File: config.mk
export PLATFORM = sky130hd
export DESIGN_NAME = jt89_mixer
export DESIGN_NICKNAME = d
export VERILOG_FILES = /design/src/rtl/jt89_mix_pkg.sv /design/src/rtl/jt89_sat.sv /design/src/rtl/jt89_mixer.sv
export SDC_FILE = /design/constraint.sdc
export NUM_CORES = 1
export LEC_CHECK = 0
export CAP_MARGIN = 20
export CORE_UTILIZATION = 65
export DETAILED_ROUTE_END_ITERATION = 6
export HOLD_SLACK_MARGIN = 0.1
export PLACE_DENSITY_LB_ADDON = 0.05
export SLEW_MARGIN = 20
export SYNTH_ARGS = -nofsm -noshare
export SYNTH_HDL_FRONTEND = slang
export SYNTH_HIERARCHICAL = 1
export SYNTH_SLANG_ARGS = --single-unit
File: constraint.sdc
create_clock -name clk -period 10.5 [get_ports clk]
set_input_delay 2.1 -clock clk [delete_from_list [all_inputs] [get_ports clk]]
set_output_delay 2.1 -clock clk [all_outputs]
set_load 0.01 [all_outputs]
File: src/rtl/jt89_mix_pkg.sv
// Shared definitions for the jt89 mixer: FSM encoding, gain constants and
// channel indices used by the mixer top and its bench.
package jt89_mix_pkg;

  // Mix sequencer states: one multiply-accumulate per channel, then saturate.
  typedef enum logic [2:0] {
    ST_IDLE = 3'd0,
    ST_MAC0 = 3'd1,
    ST_MAC1 = 3'd2,
    ST_MAC2 = 3'd3,
    ST_MAC3 = 3'd4,
    ST_SAT  = 3'd5
  } state_t;

  // Default gain width and its unity value (Q2.6 -> 1.0 = 0x40).
  localparam int             GAIN_W_DEF = 8;
  localparam logic [GAIN_W_DEF-1:0] UNITY_GAIN = 8'h40;

  // Channel indices, shared by the gain write port and the MAC mux.
  localparam logic [1:0] CH_TONE0 = 2'd0;
  localparam logic [1:0] CH_TONE1 = 2'd1;
  localparam logic [1:0] CH_TONE2 = 2'd2;
  localparam logic [1:0] CH_NOISE = 2'd3;

endpackage

File: src/rtl/jt89_sat.sv
// Arithmetic right shift (floor) followed by a signed clamp to OUT_W bits.
// Purely combinational.
module jt89_sat #(
  parameter int IN_W  = 21,
  parameter int SHIFT = 6,
  parameter int OUT_W = 16
) (
  input  logic [IN_W-1:0]  din,
  output logic [OUT_W-1:0] dout
);

  // Work width large enough to hold the shifted value and both clamp limits
  // regardless of whether OUT_W is wider or narrower than the shifted value.
  localparam int EW = IN_W + OUT_W;

  logic signed [IN_W-1:0] din_s;
  logic signed [IN_W-1:0] shr;
  logic signed [EW-1:0]   shr_ext;
  logic signed [EW-1:0]   max_v;
  logic signed [EW-1:0]   min_v;

  assign din_s   = din;
  assign shr     = din_s >>> SHIFT;
  assign shr_ext = {{OUT_W{shr[IN_W-1]}}, shr};
  assign max_v   = {{(IN_W+1){1'b0}}, {(OUT_W-1){1'b1}}};
  assign min_v   = {{(IN_W+1){1'b1}}, {(OUT_W-1){1'b0}}};

  // Clamp the floored value into the signed output range.
  always_comb begin
    dout = shr_ext[OUT_W-1:0];
    if (shr_ext > max_v) begin
      dout = {1'b0, {(OUT_W-1){1'b1}}};
    end else if (shr_ext < min_v) begin
      dout = {1'b1, {(OUT_W-1){1'b0}}};
    end
  end

endmodule

File: src/rtl/jt89_mixer.sv
// jt89 mixer: captures the four PSG channel outputs on a sample strobe, runs a
// single time-shared multiplier over them with per-channel gains, then shifts
// and saturates the sum into one mono sample.
//
// Handshake: clken is a one-cycle request accepted only in IDLE; a request
// while busy is dropped and flagged in the sticky ovr bit. snd_valid is a
// one-cycle pulse with no back-pressure; snd holds its value until the next.
module jt89_mixer
  import jt89_mix_pkg::*;
#(
  parameter int OUTW  = 16,
  parameter int GAINW = 8
) (
  input  logic                    clk,
  input  logic                    rst_n,
  input  logic                    clken,
  input  logic signed [9:0]       ch0,
  input  logic signed [9:0]       ch1,
  input  logic signed [9:0]       ch2,
  input  logic signed [9:0]       noise,
  input  logic                    gain_we,
  input  logic [1:0]              gain_sel,
  input  logic [GAINW-1:0]        gain_din,
  output logic signed [OUTW-1:0]  snd,
  output logic                    snd_valid,
  output logic                    busy,
  output logic                    ovr
);

  // Product of a signed 10-bit sample and a zero-extended gain; two guard bits
  // cover the sum of four products.
  localparam int PW   = 10 + GAINW + 1;
  localparam int ACCW = PW + 2;
  localparam logic [GAINW-1:0] UNITY = GAINW'(1) << (GAINW - 2);

  state_t state, state_nxt;

  logic signed [9:0]      cap      [4];
  logic [GAINW-1:0]       gain_pnd [4];
  logic [GAINW-1:0]       gain_act [4];
  logic                   start;
  logic                   mac_en;
  logic [1:0]             mac_idx;
  logic signed [9:0]      mul_a;
  logic signed [GAINW:0]  mul_b;
  logic signed [PW-1:0]   prod;
  logic signed [ACCW-1:0] acc;
  logic [OUTW-1:0]        sat_out;

  // State register.
  always_ff @(posedge clk or negedge rst_n) begin
    if (!rst_n) state <= ST_IDLE;
    else        state <= state_nxt;
  end

  // Next-state: fixed walk through the four MAC slots and the saturate step.
  always_comb begin
    state_nxt = state;
    case (state)
      ST_IDLE: if (clken) state_nxt = ST_MAC0;
      ST_MAC0: state_nxt = ST_MAC1;
      ST_MAC1: state_nxt = ST_MAC2;
      ST_MAC2: state_nxt = ST_MAC3;
      ST_MAC3: state_nxt = ST_SAT;
      ST_SAT:  state_nxt = ST_IDLE;
      default: state_nxt = ST_IDLE;
    endcase
  end

  // FSM outputs: busy flag, capture strobe and MAC channel select.
  always_comb begin
    busy    = (state != ST_IDLE);
    start   = (state == ST_IDLE) && clken;
    mac_en  = 1'b0;
    mac_idx = CH_TONE0;
    case (state)
      ST_MAC0: begin mac_en = 1'b1; mac_idx = CH_TONE0; end
      ST_MAC1: begin mac_en = 1'b1; mac_idx = CH_TONE1; end
      ST_MAC2: begin mac_en = 1'b1; mac_idx = CH_TONE2; end
      ST_MAC3: begin mac_en = 1'b1; mac_idx = CH_NOISE; end
      default: ;
    endcase
  end

  // Shared multiplier fed by the channel/gain mux.
  always_comb begin
    mul_a = cap[mac_idx];
    mul_b = $signed({1'b0, gain_act[mac_idx]});
    prod  = mul_a * mul_b;
  end

  // Pending gains: writable in any state; only reach the datapath at start.
  always_ff @(posedge clk or negedge rst_n) begin
    if (!rst_n) begin
      for (int i = 0; i < 4; i++) gain_pnd[i] <= UNITY;
    end else if (gain_we) begin
      gain_pnd[gain_sel] <= gain_din;
    end
  end

  // Datapath: capture, accumulate, publish the saturated sample, flag overruns.
  always_ff @(posedge clk or negedge rst_n) begin
    if (!rst_n) begin
      for (int i = 0; i < 4; i++) begin
        cap[i]      <= '0;
        gain_act[i] <= UNITY;
      end
      acc       <= '0;
      snd       <= '0;
      snd_valid <= 1'b0;
      ovr       <= 1'b0;
    end else begin
      snd_valid <= 1'b0;
      if (start) begin
        cap[0] <= ch0;
        cap[1] <= ch1;
        cap[2] <= ch2;
        cap[3] <= noise;
        // A write landing in the same cycle as the strobe is used immediately.
        for (int i = 0; i < 4; i++) begin
          if (gain_we && gain_sel == 2'(i)) gain_act[i] <= gain_din;
          else                              gain_act[i] <= gain_pnd[i];
        end
        acc <= '0;
      end
      if (mac_en) acc <= acc + {{2{prod[PW-1]}}, prod};
      if (state == ST_SAT) begin
        snd       <= sat_out;
        snd_valid <= 1'b1;
      end
      if (clken && busy) ovr <= 1'b1;
    end
  end

  jt89_sat #(
    .IN_W  (ACCW),
    .SHIFT (GAINW - 2),
    .OUT_W (OUTW)
  ) u_sat (
    .din  (acc),
    .dout (sat_out)
  );

endmodule

After elaboration in Yosys (flattened, before gate mapping) --
Cells that the tools add are included.
Storage, ports and cells: flip-flop bits (word level) 146, input port bits 54, word-level logic and storage cells 69
Operators by class: reduce and logical (&&, ||, !) cells 12, add/sub/neg operators 1, $mul 1, bitwise gates (word level) 2, mux-type cells 22, eq/ne operators 9, order comparisons 5
Operators by type and width (count):
- 8-bit two-way mux | 7
- 21-bit two-way mux | 2
- 32-bit bitwise mux | 1
- 16-bit two-way mux | 2
- 21-bit adder | 1
- 10-bit binary-select mux with 2-bit select | 1
- 10-bit two-way mux | 2
- 10-bit by 9-bit multiplier with 19-bit output | 1
- 8-bit binary-select mux with 2-bit select | 1
- 8-bit demux with 2-bit select | 1
- 15-bit by 16-bit greater-than comparator with 1-bit output, second input constant | 1
- 15-bit by 16-bit < comparator with 1-bit output, second input constant | 1
- 3-bit one-hot mux with 5 select lines | 1
- 1-bit logical AND | 7
- 3-bit by 2-bit == test with 1-bit output, second input constant | 2
- 3-bit == test, second input constant | 2
- 3-bit greater-or-equal comparator, second input constant | 2
- 2-bit inverter with 3-bit output | 2
- 2-bit one-hot mux with 3 select lines | 1
- 2-bit == test, second input constant | 2
- 4-bit OR reduction | 1
- 3-bit by 1-bit == test with 1-bit output, second input constant | 1
- 3-bit logical NOT | 1
- 3-bit by 1-bit < comparator with 1-bit output, second input constant | 1
- 7 further kinds | 8

Logic depth before layout (Yosys ltp) --
Gate-level depths: netlist (run 1).
word-level depth 9, mapped depth 34

Cells and area by module --
The synthesis (run 1) kept the hierarchy.
Modules (own cells, without submodules):
- jt89_mixer | area each 9905.8 um2, seq. area each 3663.5 um2, cells each 1038, instances 1
- jt89_sat | area each 116.4 um2, seq. area each 0.0 um2, cells each 16, instances 1

Least setup slack after synthesis (run 1) --
OpenSTA, ideal clock, no wires.
kind register to register, start point reg state[1], end point reg acc[19], arrival 6.923 ns, setup slack 3.508 ns, stages on the path, launching flop included 30, clock period less this slack 6.992 ns, cell sequence dfrtp_1 -> clkbuf_1 -> nand2_1 -> o21a_1 -> buf_2 -> inv_2 -> buf_2 -> mux4_2 -> nand2_1 -> inv_1 -> fa_1 -> inv_1 -> fa_1 -> inv_1 -> fa_1 -> inv_1 -> fa_1 -> inv_1 -> ha_1 -> and3_1 -> a21oi_1 -> nand3b_1 -> xor2_1 -> ha_1 -> and2_1 -> a221o_1 -> a22oi_4 -> a211oi_1 -> or4_1 -> nand3_1
Between the ends: cells in the longest elaborated chain, start to end 9, elaborated cells on any way between the ends 20, those cells by class add/sub: 1; mul: 1; eq/ne: 4; mux: 9; bitwise: 1; reduce/logical: 4
Ends and longest elaborated chain:
- start, declared | RTL line jt89_mixer.sv:36 | state_t state, state_nxt;
- start signal, assigned | RTL line jt89_mixer.sv:53 | else state <= state_nxt;
- 3-bit == test / 3-bit by 2-bit == test with 1-bit output (equally long branches) | RTL line jt89_mixer.sv:76 | case (state)
- 2-bit one-hot mux with 3 select lines | RTL line jt89_mixer.sv:76
- 2-bit inverter with 3-bit output (not written as such) | RTL line jt89_mixer.sv:87, jt89_mixer.sv:88
- 10-bit binary-select mux with 2-bit select / 8-bit binary-select mux with 2-bit select (equally long branches) | RTL line jt89_mixer.sv:87, jt89_mixer.sv:88
- 10-bit two-way mux (not written as such) / 8-bit two-way mux (equally long branches) (2 in a row) | RTL line jt89_mixer.sv:87, jt89_mixer.sv:88
- 10-bit by 9-bit multiplier with 19-bit output | RTL line jt89_mixer.sv:89 | prod = mul_a * mul_b;
- 21-bit adder | RTL line jt89_mixer.sv:126 | if (mac_en) acc <= acc + {{2{prod[PW-1]}}, prod};
- 21-bit two-way mux | RTL line jt89_mixer.sv:126
- end signal, assigned | RTL line jt89_mixer.sv:126
- end, declared | RTL line jt89_mixer.sv:47 | logic signed [ACCW-1:0] acc;
Several ways; a longest one is shown, not always the timed one. The select of a mux whose other input is x is not followed. A chain may end at the register's enable or synchronous reset.

Final worst setup path (run 1) --
start point reg state[2], end point reg acc[19]
The elaborated chain is that of the path after synthesis.

==> results of run 1 <==
==> cells in the final DEF (no fill, tap or decap), types with 3 or more instances in the layout <==
| cell | instances |
|---|---|
| a211oi_1 | 3 |
| a21o_1 | 7 |
| a21oi_1 | 23 |
| a31oi_1 | 3 |
| and2_1 | 48 |
| and3_1 | 7 |
| buf_4 | 7 |
| clkbuf_16 | 17 |
| clkdlybuf4s50_1 | 71 |
| dfrtp_1 | 138 |
| dfstp_2 | 8 |
| fa_1 | 67 |
| ha_1 | 59 |
| inv_1 | 119 |
| inv_6 | 3 |
| inv_8 | 4 |
| mux2_2 | 32 |
| mux4_2 | 18 |
| nand2_1 | 309 |
| nand2b_1 | 3 |
| nand3_1 | 23 |
| nand3b_1 | 4 |
| nor2_1 | 18 |
| nor3_1 | 7 |
| o21a_1 | 4 |
| o21ai_0 | 22 |
| o21ai_1 | 8 |
| or2_2 | 3 |
| xnor2_1 | 22 |
| xor2_1 | 12 |
==> state kept, by name, indices dropped and copies added, names as in the netlist <==
signal     flops
cap           40
gain_pnd      32
snd           16
acc           21
ovr            1
gain_act      32
snd_valid      1
state          3
==> metal layers <==
layer / part of all wire, % / wire length, um / GRT usage [%] / vias to the layer above
met5: 0 / 0 / 0 / -
met4: 1.9 / 386 / 8.505 / 0
met3: 3.5 / 716 / 5.268 / 33
met2: 50 / 10270 / 49.17 / 152
met1: 44 / 9029 / 36.66 / 3598
li1: - / - / - / 3455
==> worst max-delay path by stage <==
stage / to / cells after the start / slack [ps] / startpoint
final: acc[19] / 25 / 2920 / state[2]
after floorplan: acc[19] / 29 / 3510 / state[1]
after detailed placement: acc[19] / 26 / 2930 / state[1]
after global routing: acc[20] / 28 / 2380 / state[1]
after CTS: acc[19] / 26 / 2890 / state[1]
after global placement: acc[19] / 26 / 3100 / state[1]
==> synth_stat cells (2+ instances only) <==
master,instances
mux4_2,18
o21ai_0,22
dfstp_2,8
a21o_1,7
a21oi_1,23
nand3_1,23
o21a_1,4
or3_1,2
nand2_1,310
or4_1,2
buf_2,3
xnor2_1,22
o21bai_1,2
nand3b_1,4
nand2b_1,3
a21oi_2,2
a31oi_1,3
a211oi_1,3
fa_1,67
nor3b_1,2
buf_4,15
and2_1,49
nor2_1,19
nor3_1,7
o21ai_1,8
xor2_1,12
and3_1,7
inv_1,119
mux2_2,32
ha_1,59
or2_2,3
dfrtp_1,138
nor2b_1,2
clkbuf_1,28
==> worst register-to-register path: cells and delay by family (launching register included) <==
kind	cells	cell delay, ps
flops	1	470
compound gates	7	1490
fa+ha+maj	6	2660
buf+inv	3	430
simple gates	6	1500
mux	1	640
xor+xnor	2	330
==> cell families after synthesis <==
logic type | after synthesis | share of synthesized area [%]
AO/OA/AOI/OAI | 92 | 6.205
XOR/XNOR | 34 | 2.971
adder cells (fa/ha/maj) | 126 | 20.75
buffers and inverters | 167 | 6.854
flip-flops | 146 | 36.55
multiplexers | 50 | 7.641
AND/OR/NAND/NOR | 439 | 19.03
==> final cells by class <==
cell class | instances | area, sq um | area share [%]
sequential | 146 | 3664 | 32.11
inverter | 121 | 454.2 | 3.980
timing repair buffer | 79 | 774.5 | 6.787
tap | 188 | 235.2 | 2.061
clock inverter | 14 | 166.4 | 1.458
clock buffer | 18 | 439.2 | 3.849
multi-input combinational | 741 | 5678 | 49.76
==> through the flow <==
step           util, %  instances  setup slack (ps)
6_report         75.34       1307              2921
5_1_grt          75.34       1307              2381
4_1_cts          75.34       1307              2893
3_5_place_dp     71.34       1275              2932
3_3_place_gp     71.34       1275              3103
2_1_floorplan        -       1054              3508
==> flow_metrics.env, run 1 <==
export IMPL_status="finished, final reports clean"
export IMPL_drc_errors=0
export IMPL_hpwl_mm=14.93
export IMPL_layout_drive_gt1_share_pct=10.63
export IMPL_avgSynthCellArea_sq_um=9.509
export IMPL_cp_common_cell="fa_1"
export IMPL_start_util_pct=66.17
export IMPL_ff2ff_path_depth=25
export IMPL_worstPathArrival_ps=7940
export IMPL_dpl_cell_area_sq_mm=0.01081
export IMPL_nNetsFinal=1286
export IMPL_path_buf_inv=3
export IMPL_path_delay_family="adder cells"
export IMPL_synth_flop_cell="dfrtp_1"
export IMPL_cp_required_ps=10860
export IMPL_io_buffers=72
export IMPL_hp_class="register to register"
export IMPL_synth_cell_types=60
export IMPL_post_cts_buffers=0
export IMPL_ys_seq_area_share_pct=36.55
export IMPL_critical_path_class="register to register"
export IMPL_die_x_um=126.2
export IMPL_dr_pass1_iters=5
export IMPL_worst_pin_slew_ps=916.8
export IMPL_antenna_left=0
export IMPL_crit_slowest_cell="mux4_2"
export IMPL_grt_setup_unrepaired="false"
export IMPL_dieArea_sq_mm=0.01592
export IMPL_synth_seq_cells=146
export IMPL_cp_end_kind="register"
export IMPL_slowest_delay_ps=640
export IMPL_r2r_setup_slack_ps=2920
export IMPL_diodes=0
export IMPL_synthCells=1054
export IMPL_clk_pin_slew_ps=70
export IMPL_coreArea_sq_mm=0.01515
export IMPL_synthTopCellsByArea="dfrtp_1, fa_1, nand2_1, ha_1, inv_1"
export IMPL_synth_edff_count=0
export IMPL_grt_util_all_layers_pct=28.44
export IMPL_nFillCells=1090
export IMPL_grt_max_degree=77
export IMPL_vias_per_cell=5.538
export IMPL_syn2layout_area_growth_pct=13.86
export IMPL_antenna_found_initial=0
export IMPL_fmax_mhz=131.9
export IMPL_ys_async_sr_fraction_pct=100.0
export IMPL_yosys_area_top_type_share_pct=34.46
export IMPL_drt_wl_total_mm=20.41
export IMPL_syn_num_nets=1234
export IMPL_setup_viol=0
export IMPL_hold_viol_final=0
export IMPL_hold_depth=1
export IMPL_grt_pass1_wl_mm=35.22
export IMPL_worstPathMaxFanout=12
export IMPL_slew_headroom_pct=38.88
export IMPL_gp_congestion=0.7943
export IMPL_tritoncts="done"
export IMPL_fin_skew_ps=11.84
export IMPL_min_to="ovr"
export IMPL_grt_pass1_vias=7461
export IMPL_root_buffer="clkbuf_16"
export IMPL_synthesis_area_sq_mm=0.01002
export IMPL_fin_crit_ps=7579
export IMPL_cts_hold_buf=0
export IMPL_rows=45
export IMPL_worstHoldStart="ovr"
export IMPL_final_setup_tns_ps=0
export IMPL_yosysTopAreaCell="dfrtp_1"
export IMPL_cts_resized=0
export IMPL_r2r_end="acc[19]"
export IMPL_grt_ovfl_total=0
export IMPL_slew_viol_final=0
export IMPL_post_route_period_util_pct=72.18
export IMPL_htreeDepth=4
export IMPL_drv_cap=0
export IMPL_first_iter_violations=386
export IMPL_numCtsBuffers=17
export IMPL_yosysWarnings=6
export IMPL_crit_path_start_kind="register"
export IMPL_design_area_sq_mm=0.01141
export IMPL_wl_per_cell_um=15.61
export IMPL_vias=7238
export IMPL_die_h_um=126.2
export IMPL_clock_sinks=146
export IMPL_holdWs_ps=453.6
export IMPL_io_pins=73
export IMPL_clk_path_buf_depth=2
export IMPL_clk_latency_ps=430
export IMPL_timing_rr_start="state[2]"
Power of run 1 is left out: the tool's default activity adds up to more than one toggle a clock period on the data nets, which glitch-free logic cannot reach.
==> inputs of run 2 (changes only) <==
--- a/config.mk
+++ b/config.mk
@@ -6,7 +6,7 @@
 export NUM_CORES = 1
 export LEC_CHECK = 0
 export CAP_MARGIN = 20
-export CORE_UTILIZATION = 65
+export CORE_UTILIZATION = 54
 export DETAILED_ROUTE_END_ITERATION = 6
 export HOLD_SLACK_MARGIN = 0.1
 export PLACE_DENSITY_LB_ADDON = 0.05
==> constraint.sdc (replaced) <==
create_clock -name clk -period 6.6 [get_ports clk]
set_input_delay 1.32 -clock clk [delete_from_list [all_inputs] [get_ports clk]]
set_output_delay 1.32 -clock clk [all_outputs]
set_load 0.01 [all_outputs]
==> run 2 against run 1 <==
The run now ends with design-rule violations, negative setup slack left. Hold slack improved by 5.1 ps. Critical path depth rose by 3. Sequential share of layout area fell by 3.2 points. Global-route usage fell by 3.4 points. Clock skew rose by 4.6 ps.
==> flow_metrics.env, run 2 (synthesis gave the netlist of run 1 again) <==
export IMPL_nNetsFinal=1393
export IMPL_diodes=0
export IMPL_io_buffers=72
export IMPL_dr_pass1_iters=7
export IMPL_die_h_um=138.2
export IMPL_slowest_delay_ps=620
export IMPL_drt_wl_total_mm=22.17
export IMPL_die_x_um=138.2
export IMPL_hpwl_mm=15.78
export IMPL_path_delay_family="adder cells"
export IMPL_grt_pass1_wl_mm=37.71
export IMPL_dieArea_sq_mm=0.01911
export IMPL_drc_errors=10
export IMPL_path_buf_inv=6
export IMPL_crit_slowest_cell="mux4_2"
export IMPL_grt_max_degree=108
export IMPL_final_cell_mix="nand2_1, dfrtp_1, inv_1"
export IMPL_fin_skew_ps=16.48
export IMPL_worst_pin_slew_ps=980.9
export IMPL_drv_cap=0
export IMPL_largest_register="cap"
export IMPL_post_route_period_util_pct=102.7
export IMPL_top_layer_used="met4"
export IMPL_tritoncts="done"
export IMPL_wl_met1_mm=9.622
export IMPL_status="complete, but fails checks"
export IMPL_worstPathMaxFanout=7
export IMPL_final_common_cell="nand2_1"
export IMPL_antenna_found_initial=0
export IMPL_fmax_mhz=147.6
export IMPL_fin_ws_ps=-175.9
export IMPL_slew_headroom_pct=34.61
export IMPL_grt_util_all_layers_pct=25.03
export IMPL_clk_latency_ps=430
export IMPL_slew_viol_final=0
export IMPL_largest_reg_flops=40
export IMPL_antenna_left=0
export IMPL_root_buffer="clkbuf_16"
export IMPL_placedCellCount=1392
export IMPL_cp_required_ps=6960
export IMPL_worstPathArrival_ps=7130
export IMPL_hp_class="register to register"
export IMPL_cts_hold_buf=0
export IMPL_layout_cells_non_filler=1455
export IMPL_fin_crit_ps=6776
export IMPL_numCtsBuffers=17
export IMPL_holdWs_ps=458.7
export IMPL_setup_viol=4
export IMPL_vias=7573
export IMPL_clock_sinks=146
export IMPL_clk_path_buf_depth=2
export IMPL_io_pins=73
export IMPL_violations="design-rule violations, negative setup slack"
export IMPL_top_regs="cap (40), gain_act (32), gain_pnd (32)"
export IMPL_syn2layout_area_growth_pct=26.64
export IMPL_grt_setup_unrepaired="true"
export IMPL_rows=49
export IMPL_first_iter_violations=331
export IMPL_layout_drive_gt1_share_pct=25.12
export IMPL_dr_wl_met3_um=609
export IMPL_wl_met2_mm=11.49
export IMPL_htreeDepth=4
export IMPL_wl_per_cell_um=15.24
export IMPL_start_util_pct=55.41
export IMPL_cp_common_cell="fa_1"
export IMPL_cp_end_kind="register"
export IMPL_vias_per_cell=5.205
export IMPL_clk_pin_slew_ps=70
export IMPL_gp_congestion=0.8305
export IMPL_coreArea_sq_mm=0.01809
export IMPL_critical_path_class="register to register"
export IMPL_crit_path_start_kind="register"
export IMPL_grt_pass1_vias=7782
export IMPL_hold_viol_final=0
export IMPL_grt_ovfl_total=0
-- run 2: changes by cell type in the layout (fill, tap and decap cells not counted), sizes merged --
cell / previous run / this run
buf: 8 / 114
bufinv: 1 / 0
clkinv: 5 / 7
clkbuf: 18 / 19
mux4: 18 / 19
inv: 127 / 125
-- run 2: final cells by class --
class	count	area, sq um
Sequential cell	146	3665
Inverter	121	459.2
Timing Repair Buffer	185	1657
Clock buffer	19	442.9
Fill cell	1400	5394
Tap cell	229	286.5
Clock inverter	13	101.3
Multi-Input combinational cell	742	6081
-- run 2: timing repair --
| item | 4_1_cts | 5_1_grt |
|---|---|---|
| setup buffers | 18 | 14 |
| setup endpoints to repair | 7 | 8 |
| cloned | 2 | 0 |
| pin swaps | 67 | 31 |
| resized for setup | 67 | 23 |
-- run 2: worst paths after layout --
check / startpoint / to / slack, ps / depth (start not counted)
worst min register to register: ovr / ovr / 460 / 1
worst max-delay path: state[1] / acc[19] / -180 / 28
worst min-delay path: ovr / ovr / 460 / 1
worst max register to register: state[1] / acc[19] / -180 / 28
max in group asynchronous: rst_n / state[2] / 4450 / 2
min in group asynchronous: rst_n / snd[15] / 980 / 1
-- run 2: worst reg2reg max path: cells and delay by family (launching register included) --
| family | cells | cell delay (ps) |
|---|---|---|
| AO/OA/AOI/OAI | 6 | 1400 |
| XOR/XNOR | 2 | 280 |
| adder cells (fa/ha/maj) | 6 | 2220 |
| buffers and inverters | 6 | 640 |
| flip-flops | 1 | 410 |
| multiplexers | 1 | 620 |
| AND/OR/NAND/NOR | 7 | 1140 |
-- run 2: metal layers --
metal  vias up  track usage, %
met2       132           43.37
li1       3678               -
met3        34           4.260
met4         0           8.220
met1      3729           32.08
met5         -               0
-- run 2: per-stage QoR --
step           setup TNS (ps)  setup WS, ps  area [sq um]  util [%]
2_1_floorplan               0         2.299         10180         -
5_1_grt                 -1723        -418.9         12690     70.18
3_5_place_dp            -1403        -416.0         11580     64.03
3_3_place_gp           -746.2        -326.7         11580     64.03
6_report               -389.0        -175.9         12690     70.18
4_1_cts                -168.2        -122.8         12560     69.47
Power of run 2 is left out for the same reason.
==> inputs of run 3 (changes only) <==
--- a/config.mk
+++ b/config.mk
@@ -7,6 +7,7 @@
 export LEC_CHECK = 0
 export CAP_MARGIN = 20
 export CORE_UTILIZATION = 54
+export CTS_BUF_LIST = sky130_fd_sc_hd__clkbuf_8 sky130_fd_sc_hd__clkbuf_16
 export DETAILED_ROUTE_END_ITERATION = 6
 export HOLD_SLACK_MARGIN = 0.1
 export PLACE_DENSITY_LB_ADDON = 0.05
==> run 3 against run 2 <==
The flow still finishes with violations (design-rule violations, negative setup slack). Global-route usage unchanged. Routed wire length stayed put. Final area did not move. Core utilization unchanged. Highest routed layer unchanged.
==> flow_metrics.env, run 3 (synthesis gave the netlist of run 1 again) <==
export IMPL_first_iter_violations=328
export IMPL_nFillCells=1400
export IMPL_numCtsBuffers=17
export IMPL_min_to="ovr"
export IMPL_worstPathMaxFanout=7
export IMPL_drc_errors=10
export IMPL_htreeDepth=4
export IMPL_final_setup_tns_ps=-393.4
export IMPL_drv_cap=0
export IMPL_crit_slowest_cell="mux4_2"
export IMPL_final_cell_mix="nand2_1, dfrtp_1, inv_1"
export IMPL_worstPathArrival_ps=7130
export IMPL_grt_util_all_layers_pct=25.03
export IMPL_wl_per_cell_um=15.24
export IMPL_largest_reg_flops=40
export IMPL_start_util_pct=55.41
export IMPL_antenna_left=0
export IMPL_syn2layout_area_growth_pct=26.64
export IMPL_rows=49
export IMPL_top_regs="cap (40), gain_act (32), gain_pnd (32)"
export IMPL_setup_viol=4
export IMPL_dr_pass1_iters=7
export IMPL_hp_class="register to register"
export IMPL_fmax_mhz=147.5
export IMPL_diodes=0
export IMPL_io_pins=73
export IMPL_slew_headroom_pct=34.82
export IMPL_r2r_setup_slack_ps=-180
export IMPL_holdWs_ps=458.7
export IMPL_die_h_um=138.2
export IMPL_io_buffers=72
export IMPL_worst_pin_slew_ps=977.7
export IMPL_violations="design-rule violations, negative setup slack"
export IMPL_fin_crit_ps=6778
export IMPL_slowest_delay_ps=620
export IMPL_grt_ovfl_total=0
export IMPL_post_route_period_util_pct=102.7
export IMPL_ff2ff_path_depth=28
export IMPL_final_common_cell="nand2_1"
export IMPL_hold_viol_final=0
export IMPL_timing_rr_start="state[1]"
export IMPL_dieArea_sq_mm=0.01911
export IMPL_critical_path_class="register to register"
export IMPL_hpwl_mm=15.78
export IMPL_antenna_found_initial=0
export IMPL_hold_depth=1
export IMPL_vias_per_cell=5.205
export IMPL_clk_latency_ps=430
export IMPL_slew_viol_final=0
export IMPL_clock_sinks=146
export IMPL_layout_cells_non_filler=1455
export IMPL_fin_ws_ps=-178.1
export IMPL_root_buffer="clkbuf_16"
export IMPL_placedCellCount=1392
export IMPL_layout_drive_gt1_share_pct=25.12
export IMPL_cp_end_kind="register"
export IMPL_fin_skew_ps=16.45
export IMPL_grt_max_degree=108
export IMPL_coreArea_sq_mm=0.01809
export IMPL_vias=7573
export IMPL_clk_pin_slew_ps=70
export IMPL_die_x_um=138.2
export IMPL_grt_pass1_vias=7782
export IMPL_cts_hold_buf=0
export IMPL_cp_required_ps=6960
export IMPL_grt_setup_unrepaired="true"
export IMPL_worstHoldStart="ovr"
export IMPL_grt_pass1_wl_mm=37.71
export IMPL_status="complete, but fails checks"
export IMPL_crit_path_start_kind="register"
export IMPL_cp_common_cell="fa_1"
export IMPL_tritoncts="done"
export IMPL_largest_register="cap"
export IMPL_r2r_end="acc[19]"
export IMPL_clk_path_buf_depth=2
export IMPL_gp_congestion=0.8305
export IMPL_drt_wl_total_mm=22.17
export IMPL_nNetsFinal=1393
[run 3: area by class of cell]
type                       count  area (sq um)  share of cell area, %
multi-input combinational    742          6081                  47.91
sequential                   146          3665                  28.87
clock inverter                14         105.1                 0.8281
clock buffer                  18         439.2                  3.460
inverter                     121         459.2                  3.618
timing repair buffer         185          1657                  13.05
tap                          229         286.5                  2.257
[run 3: routing by layer]
metal  vias to the layer above  GRT usage (%)  part of all wire (%)
met3                        34          4.260                   2.8
met2                       133          43.37                    52
li1                       3678              -                     -
met4                         0          8.220                   2.0
met1                      3728          32.08                    43
met5                         -              0                     0
[run 3: worst max-delay path by stage]
stage | start | endpoint | slack, ps | cells past startpoint
6_report | state[1] | acc[19] | -180 | 28
3_3_place_gp | state[1] | acc[19] | -330 | 28
2_1_floorplan | state[1] | acc[19] | 2 | 30
5_1_grt | state[1] | acc[19] | -420 | 28
3_5_place_dp | state[1] | acc[19] | -420 | 28
4_1_cts | state[1] | acc[19] | -120 | 28
[run 3: repair_timing]
action | CTS | global route
endpoints found under the hold margin | 0 | 0
setup buffers | 18 | 14
pin swaps | 67 | 31
gates resized for setup | 67 | 23
cloned | 2 | 0
setup endpoints to repair | 7 | 8
[run 3: per-stage QoR]
step	area, sq um	utilization [%]	worst slack, ps
after floorplan	10180	-	2.299
after global placement	11580	64.03	-326.7
after CTS	12560	69.47	-122.8
after detailed placement	11580	64.03	-416.0
after global routing	12690	70.18	-418.9
final	12690	70.18	-178.1
[run 3: critical path: cells and delay by family, from the launching register on]
| family | cells | cell delay (ps) |
|---|---|---|
| xor gates and xnor gates | 2 | 280 |
| adders and majority gates | 6 | 2220 |
| buffers and inverters | 6 | 640 |
| DFF | 1 | 410 |
| and+or+nand+nor | 7 | 1140 |
| muxes | 1 | 620 |
| AOI/OAI and AO/OA | 6 | 1390 |
Power of run 3 is left out for the same reason.
